==> src/rtl/fft_pkg.sv <==
// Shared types and width helpers for the radix-4 butterfly stream.
package fft_pkg;

    typedef enum logic [0:0] {
        StLoad,
        StDrain
    } state_e;

    // Four-term complex sums need two guard bits above the input width.
    function automatic int unsigned out_width(input int unsigned data_w);
        return data_w + 2;
    endfunction

endpackage

==> src/rtl/butterfly_radix4_stream_if.sv <==
// Input/output stream signals of the radix-4 butterfly; the block itself is the slave.
interface butterfly_radix4_stream_if
    import fft_pkg::*;
#(
    parameter int unsigned DATA_W = 16
);
    localparam int unsigned OUT_W = out_width(DATA_W);

    logic              in_valid;
    logic              in_ready;
    logic [DATA_W-1:0] in_re;
    logic [DATA_W-1:0] in_im;
    logic              out_valid;
    logic              out_ready;
    logic [OUT_W-1:0]  out_re;
    logic [OUT_W-1:0]  out_im;
    logic              out_last;

    modport slave (
        input  in_valid, in_re, in_im, out_ready,
        output in_ready, out_valid, out_re, out_im, out_last
    );

    modport master (
        output in_valid, in_re, in_im, out_ready,
        input  in_ready, out_valid, out_re, out_im, out_last
    );

endinterface

==> src/rtl/radix4_row.sv <==
// One radix-4 butterfly output row: selects the twiddle pattern for m, optional /4 scaling.
module radix4_row #(
    parameter int unsigned OUT_W = 18
) (
    input  logic signed [OUT_W-1:0] a_re,
    input  logic signed [OUT_W-1:0] a_im,
    input  logic signed [OUT_W-1:0] b_re,
    input  logic signed [OUT_W-1:0] b_im,
    input  logic signed [OUT_W-1:0] c_re,
    input  logic signed [OUT_W-1:0] c_im,
    input  logic signed [OUT_W-1:0] d_re,
    input  logic signed [OUT_W-1:0] d_im,
    input  logic        [1:0]       m,
    input  logic                    inverse,
    input  logic                    scale_en,
    output logic signed [OUT_W-1:0] y_re,
    output logic signed [OUT_W-1:0] y_im
);

    logic        [1:0]       sel;
    logic signed [OUT_W-1:0] sum_re;
    logic signed [OUT_W-1:0] sum_im;

    // The inverse transform only flips the sign of j, which swaps rows 1 and 3.
    assign sel = (inverse && m[0]) ? (m ^ 2'b10) : m;

    always_comb begin
        sum_re = '0;
        sum_im = '0;
        unique case (sel)
            2'd0: begin
                sum_re = a_re + b_re + c_re + d_re;
                sum_im = a_im + b_im + c_im + d_im;
            end
            2'd1: begin
                sum_re = a_re + b_im - c_re - d_im;
                sum_im = a_im - b_re - c_im + d_re;
            end
            2'd2: begin
                sum_re = a_re - b_re + c_re - d_re;
                sum_im = a_im - b_im + c_im - d_im;
            end
            2'd3: begin
                sum_re = a_re - b_im - c_re + d_im;
                sum_im = a_im + b_re - c_im - d_re;
            end
            default: begin
                sum_re = '0;
                sum_im = '0;
            end
        endcase
    end

    assign y_re = scale_en ? (sum_re >>> 2) : sum_re;
    assign y_im = scale_en ? (sum_im >>> 2) : sum_im;

endmodule

==> src/rtl/butterfly_radix4_stream.sv <==
// Streaming radix-4 butterfly: loads a frame of 4*Q samples, then drains 4*Q results in order.
module butterfly_radix4_stream
    import fft_pkg::*;
#(
    parameter int unsigned DATA_W = 16,
    parameter int unsigned Q      = 4
) (
    input  logic clk,
    input  logic rst,
    input  logic en,
    input  logic inverse,
    input  logic scale_en,
    output logic busy,
    butterfly_radix4_stream_if.slave s
);

    localparam int unsigned     OUT_W   = out_width(DATA_W);
    localparam int unsigned     N       = 4 * Q;
    localparam int unsigned     CntW    = $clog2(N);
    localparam int unsigned     QW      = $clog2(Q);
    localparam logic [CntW-1:0] LastIdx = CntW'(N - 1);
    localparam logic [CntW-1:0] QMask   = CntW'(Q - 1);

    logic [DATA_W-1:0] buf_re [N];
    logic [DATA_W-1:0] buf_im [N];

    state_e            state_q, state_d;
    logic [CntW-1:0]   cnt_q, cnt_d;
    logic              inv_q, inv_d;
    logic              scl_q, scl_d;
    logic              out_valid_q, out_valid_d;
    logic              out_last_q, out_last_d;
    logic [OUT_W-1:0]  out_re_q, out_re_d;
    logic [OUT_W-1:0]  out_im_q, out_im_d;

    logic              in_fire;
    logic              out_adv;
    logic [CntW-1:0]   n_idx;
    logic [1:0]        m_sel;
    logic [OUT_W-1:0]  ext_re [4];
    logic [OUT_W-1:0]  ext_im [4];
    logic [OUT_W-1:0]  row_re;
    logic [OUT_W-1:0]  row_im;

    assign in_fire = en && s.in_valid && (state_q == StLoad);
    assign out_adv = en && (!out_valid_q || s.out_ready);

    // Output index i = n + Q*m; Q is a power of two so n and m are bit fields of cnt.
    assign n_idx = cnt_q & QMask;
    assign m_sel = 2'(cnt_q >> QW);

    for (genvar k = 0; k < 4; k++) begin : g_rd
        logic [CntW-1:0] idx;
        assign idx       = n_idx + CntW'(k * Q);
        assign ext_re[k] = OUT_W'($signed(buf_re[idx]));
        assign ext_im[k] = OUT_W'($signed(buf_im[idx]));
    end

    radix4_row #(
        .OUT_W (OUT_W)
    ) u_row (
        .a_re     (ext_re[0]),
        .a_im     (ext_im[0]),
        .b_re     (ext_re[1]),
        .b_im     (ext_im[1]),
        .c_re     (ext_re[2]),
        .c_im     (ext_im[2]),
        .d_re     (ext_re[3]),
        .d_im     (ext_im[3]),
        .m        (m_sel),
        .inverse  (inv_q),
        .scale_en (scl_q),
        .y_re     (row_re),
        .y_im     (row_im)
    );

    always_ff @(posedge clk) begin
        if (in_fire) begin
            buf_re[cnt_q] <= s.in_re;
            buf_im[cnt_q] <= s.in_im;
        end
    end

    always_comb begin
        state_d     = state_q;
        cnt_d       = cnt_q;
        inv_d       = inv_q;
        scl_d       = scl_q;
        out_valid_d = out_valid_q;
        out_last_d  = out_last_q;
        out_re_d    = out_re_q;
        out_im_d    = out_im_q;
        unique case (state_q)
            StLoad: begin
                if (in_fire) begin
                    if (cnt_q == '0) begin
                        inv_d = inverse;
                        scl_d = scale_en;
                    end
                    if (cnt_q == LastIdx) begin
                        state_d = StDrain;
                        cnt_d   = '0;
                    end else begin
                        cnt_d = cnt_q + 1'b1;
                    end
                end
            end
            StDrain: begin
                if (out_adv) begin
                    if (out_valid_q && out_last_q) begin
                        out_valid_d = 1'b0;
                        out_last_d  = 1'b0;
                        state_d     = StLoad;
                        cnt_d       = '0;
                    end else begin
                        out_valid_d = 1'b1;
                        out_re_d    = row_re;
                        out_im_d    = row_im;
                        out_last_d  = (cnt_q == LastIdx);
                        cnt_d       = cnt_q + 1'b1;
                    end
                end
            end
            default: begin
                state_d = StLoad;
                cnt_d   = '0;
            end
        endcase
    end

    always_ff @(posedge clk) begin
        if (rst) begin
            state_q     <= StLoad;
            cnt_q       <= '0;
            inv_q       <= 1'b0;
            scl_q       <= 1'b0;
            out_valid_q <= 1'b0;
            out_last_q  <= 1'b0;
            out_re_q    <= '0;
            out_im_q    <= '0;
        end else begin
            state_q     <= state_d;
            cnt_q       <= cnt_d;
            inv_q       <= inv_d;
            scl_q       <= scl_d;
            out_valid_q <= out_valid_d;
            out_last_q  <= out_last_d;
            out_re_q    <= out_re_d;
            out_im_q    <= out_im_d;
        end
    end

    assign s.in_ready  = (state_q == StLoad);
    assign s.out_valid = out_valid_q;
    assign s.out_last  = out_last_q;
    assign s.out_re    = out_re_q;
    assign s.out_im    = out_im_q;
    assign busy        = !((state_q == StLoad) && (cnt_q == '0));

endmodule

==> src/flat_wrapper.sv <==
// flat-port wrapper written by rule: the top's interface ports become plain ports
module butterfly_radix4_stream_flat import fft_pkg::*;
#(
    parameter int unsigned DATA_W = 16,
    parameter int unsigned Q      = 4
)
  (clk, rst, en, inverse, scale_en, busy, s_in_valid, s_in_re, s_in_im, s_out_ready, s_in_ready, s_out_valid, s_out_re, s_out_im, s_out_last);
  butterfly_radix4_stream_if #(.DATA_W(DATA_W)) s_i ();
  input  logic clk;
  input  logic rst;
  input  logic en;
  input  logic inverse;
  input  logic scale_en;
  output logic busy;
  input wire logic [$bits(s_i.in_valid)-1:0] s_in_valid;
  input wire logic [$bits(s_i.in_re)-1:0] s_in_re;
  input wire logic [$bits(s_i.in_im)-1:0] s_in_im;
  input wire logic [$bits(s_i.out_ready)-1:0] s_out_ready;
  output wire logic [$bits(s_i.in_ready)-1:0] s_in_ready;
  output wire logic [$bits(s_i.out_valid)-1:0] s_out_valid;
  output wire logic [$bits(s_i.out_re)-1:0] s_out_re;
  output wire logic [$bits(s_i.out_im)-1:0] s_out_im;
  output wire logic [$bits(s_i.out_last)-1:0] s_out_last;
  assign s_i.in_valid = s_in_valid;
  assign s_i.in_re = s_in_re;
  assign s_i.in_im = s_in_im;
  assign s_i.out_ready = s_out_ready;
  assign s_in_ready = s_i.in_ready;
  assign s_out_valid = s_i.out_valid;
  assign s_out_re = s_i.out_re;
  assign s_out_im = s_i.out_im;
  assign s_out_last = s_i.out_last;
  butterfly_radix4_stream #(.DATA_W(DATA_W), .Q(Q)) u_core (.clk(clk), .rst(rst), .en(en), .inverse(inverse), .scale_en(scale_en), .busy(busy), .s(s_i));
endmodule
==> config.mk <==
export PLATFORM = sky130hd
export DESIGN_NAME = butterfly_radix4_stream_flat
export DESIGN_NICKNAME = d
export VERILOG_FILES = /design/src/rtl/fft_pkg.sv /design/src/rtl/butterfly_radix4_stream_if.sv /design/src/rtl/radix4_row.sv /design/src/rtl/butterfly_radix4_stream.sv /design/src/flat_wrapper.sv
export SDC_FILE = /design/constraint.sdc
export NUM_CORES = 1
export LEC_CHECK = 0
export CAP_MARGIN = 20
export CELL_PAD_IN_SITES_DETAIL_PLACEMENT = 1
export CELL_PAD_IN_SITES_GLOBAL_PLACEMENT = 2
export CORE_ASPECT_RATIO = 1.75
export CORE_MARGIN = 4
export CORE_UTILIZATION = 40
export DETAILED_ROUTE_END_ITERATION = 10
export PLACE_DENSITY = 0.78
export SLEW_MARGIN = 20
export SYNTH_ARGS = -nofsm -noshare
export SYNTH_HDL_FRONTEND = slang
export SYNTH_SLANG_ARGS = --single-unit
==> constraint.sdc <==
create_clock -name clk -period 12.9 [get_ports clk]
set_clock_uncertainty 0.2 [all_clocks]
set_input_delay 1.935 -clock clk [delete_from_list [all_inputs] [get_ports clk]]
set_output_delay 1.935 -clock clk [all_outputs]
set_load 0.1 [all_outputs]
==> flow_summary_export.csv <==
group,metric,value,unit
status,status,"finished clean",
clock_tree,clock-root-buffer,"clkbuf_16",
grt,grt_start_max_net_pins,55,
routing,topRoutingLayerUsed,"met5",
routing,wl_met3,4.383,mm
place,gp_congestion,0.9507,
routing,m1WireLength,42.93,mm
timing,finalSetupViolations,0,
place,hpwlAfterDp,82.77,mm
yosys,synth.top_cells.by_count,"edfxtp_1 (512), inv_1 (418), fa_1 (264)",
finish,antennaDiodeCount,0,
yosys,synth_cell_types,78,
routing,vias,21530,
routing,dr_wl_met2,57.54,mm
clock_tree,cts_buffers,50,
pwr,power.leakage,14.34,nW
place,port_buffers,78,
yosys,synthesis.area,34200,µm²
yosys,synthesis.nets,3003,
finish,seq_area,16320,µm²
grt,overflow,0,
grt,first_global_vias,24010,
timing,clock.fmax,141.4,MHz
floorplanning,ios,79,
timing,rsz0062_at_grt,"no",
critical_path,worst-path-buf-inv,3,
floorplanning,dieWidth,229.0,µm
clock_tree,cts.path.max_buffers,3,
min_path,hold_class,"reg -> reg",
yosys,yosysMostFrequentCell,"edfxtp_1",
routing,first_iter_violations,1573,
floorplanning,die_h,394.8,µm
clock_tree,clock_sinks,559,
routing,totalWireLength,111.0,mm
critical_path,slowest_stage,"buf_4",
routing,drtPass1Iterations,5,
timing,final-hold-violation-count,0,
critical_path,critical_path.top_delay_family,"adder cells",
floorplanning,rows,141,
yosys,synth_area_leaders,"edfxtp_1 (45%), fa_1 (15%), mux4_2 (8.4%)",
clock_tree,htreeDepth,2,
critical_path,rr_worst_depth,17,
critical_path,worstPathArrival,7.32,ns
yosys,yosys.area.top_type,"edfxtp_1",
timing,period_share,0.5483,
finish,syn_to_final_growth,11.65,%
routing,wl_per_cell,29.44,µm
yosys,ys.flop_type,"edfxtp_1",
finish,nets,3107,
clock_tree,cts_hold_buffers,0,
critical_path,end_kind,"register",
clock_tree,cts_tree,"yes",
clock_tree,ctsResizeCount,0,
critical_path,max_stage_delay,0.66,ns
critical_path,cp_common_cell,"fa_1",
critical_path,worst_ep_required_time,13.14,ns
yosys,synth_edf_count,512,
finish,multiInputGateArea,16200,µm²
yosys,synth_seq_cells,559,
critical_path,crit_chain,"buf_4 -> mux4_2 -> fa_1 -> inv_1 -> fa_1 -> inv_1 -> ha_1 -> fa_1 -> a211oi_1 -> o21bai_1 -> a31oi_1 -> o2111ai_1 -> a31oi_1 -> mux2_2 -> or4_1 -> nor4_1 -> a2111oi_0",
floorplanning,dieArea,90430,µm²
yosys,synth_top_area_frac,0.4495,
timing,post-route-min-period,7.073,ns
run,drv_cap,0,
yosys,async_reset_ff_frac,0,
critical_path,worstSetupPathType,"reg -> reg",
finish,num-fill-cells,8615,
grt,grt_pass1_wl,163.8,mm
timing,worst_pin_slew,1.177,ns
pwr,max-vdd-ir-drop,0.09120,mV
clock_tree,clk_pin_slew,0.07,ns
grt,grtUsageTotal,0.2455,
routing,vias_per_cell,5.708,
timing,setup-tns-final,0,ns
critical_path,startpoint_type,"register",
timing,drv_slew,0,
min_path,hold_depth,2,
yosys,ys_seq_area_frac,0.4770,
yosys,syn_inst,2555,
pwr,cellPowerDensity,153.8,nW/µm²
critical_path,path_depth,17,
clock_tree,clock_latency,0.63,ns
timing,slew-limit-headroom,0.2156,
routing,drc_errors,0,
pwr,fin_total_pwr,5.873,mW
yosys,ys.warnings.count,0,
yosys,postSynthAreaPerCell,13.39,µm²
floorplanning,design.core.area,84680,µm²
routing,ant_nets,0,
clock_tree,post_cts_buffers,0,
critical_path,worst-path-max-fanout,36,
floorplanning,start_util,0.4039,
finish,drive_above_1_share,0.1082,
grt,antenna_found_initial,1,
==> registers in the layout, summed over array words and instances, names as in the netlist, named ones only <==
register,cells
u_core.state_q,1
u_core.buf_im,256
u_core.s.out_im,18
u_core.inv_q,1
u_core.cnt_q,4
u_core.scl_q,1
u_core.buf_re,256
u_core.s.out_valid,1
u_core.s.out_re,18
u_core.s.out_last,1
==> routing by layer <==
metal	vias to the layer above	global-route usage
met1	11380	0.2957
met4	2	0.1138
met5	-	0
met2	581	0.4388
li1	9384	-
met3	182	0.02896
==> cell families after synthesis <==
kind of cell / synth area share
and+or+nand+nor: 0.05297
xor gates and xnor gates: 0.02663
adders and majority gates: 0.2076
AOI/OAI and AO/OA: 0.09021
muxes: 0.09204
DFF: 0.4770
buffers and inverters: 0.05356
==> through the flow <==
step	instance area (µm²)	cells	utilization	setup WS, ns	hold slack, ns
after floorplan	34200	2555	-	6.778	0.3436
after global placement	36510	3678	0.4312	5.814	0.2605
after detailed placement	36520	3679	0.4313	5.848	0.2648
after CTS	38180	3771	0.4509	5.787	0.2722
after global routing	38190	3771	0.4510	5.487	0.2895
final	38190	3771	0.4510	5.827	0.2716
==> cells in the final DEF (no fill, tap or decap), drive strengths merged, types with 14 or more instances in the layout <==
cell type      instances
nor2                 112
nand3                 37
ha                   145
clkbuf                57
o21a                  14
a211oi                43
a21oi                123
fa                   264
clkinv                21
xnor2                 68
and3                  15
nor3                  31
a31oi                 19
xor2                  36
edfxtp               512
mux2i                 22
o21ai                 90
inv                  423
clkdlybuf4s50         78
nand2                 96
o211ai                18
dfxtp                 47
buf                   39
a21o                  31
mux4                 128
==> worst reg2reg max path: cells and delay by family, from the launching register on <==
family | cells | cell delay [ns]
AND/OR/NAND/NOR | 2 | 0.70
buffers and inverters | 3 | 0.78
adder cells (fa/ha/maj) | 4 | 1.90
flip-flops | 1 | 0.60
AO/OA/AOI/OAI | 6 | 1.66
multiplexers | 2 | 1.06
==> power breakdown <==
part	internal, mW	switching [mW]
Clock	0.843	0.695
Combinational	0.884	1.46
Sequential	1.98	0.00713
Total	3.71	2.16
==> final timing paths <==
check	start	to	slack, ns
hold / removal	u_core.s.out_re[5]	u_core.s.out_re[5]	0.27
setup reg to reg	u_core.cnt_q[0]	u_core.s.out_im[14]	5.83
hold reg to reg	u_core.s.out_re[5]	u_core.s.out_re[5]	0.27
setup / recovery	u_core.cnt_q[0]	u_core.s.out_im[14]	5.83
==> area by class of cell <==
| class | count | share of cell area |
|---|---|---|
| Tap cell | 1072 | 0.03512 |
| Multi-Input combinational cell | 1510 | 0.4242 |
| Inverter | 420 | 0.04128 |
| Clock inverter | 35 | 0.01003 |
| Sequential cell | 559 | 0.4275 |
| Clock buffer | 57 | 0.03345 |
| Timing Repair Buffer | 118 | 0.02847 |
Note: power is estimated with default switching activity, not from simulation.
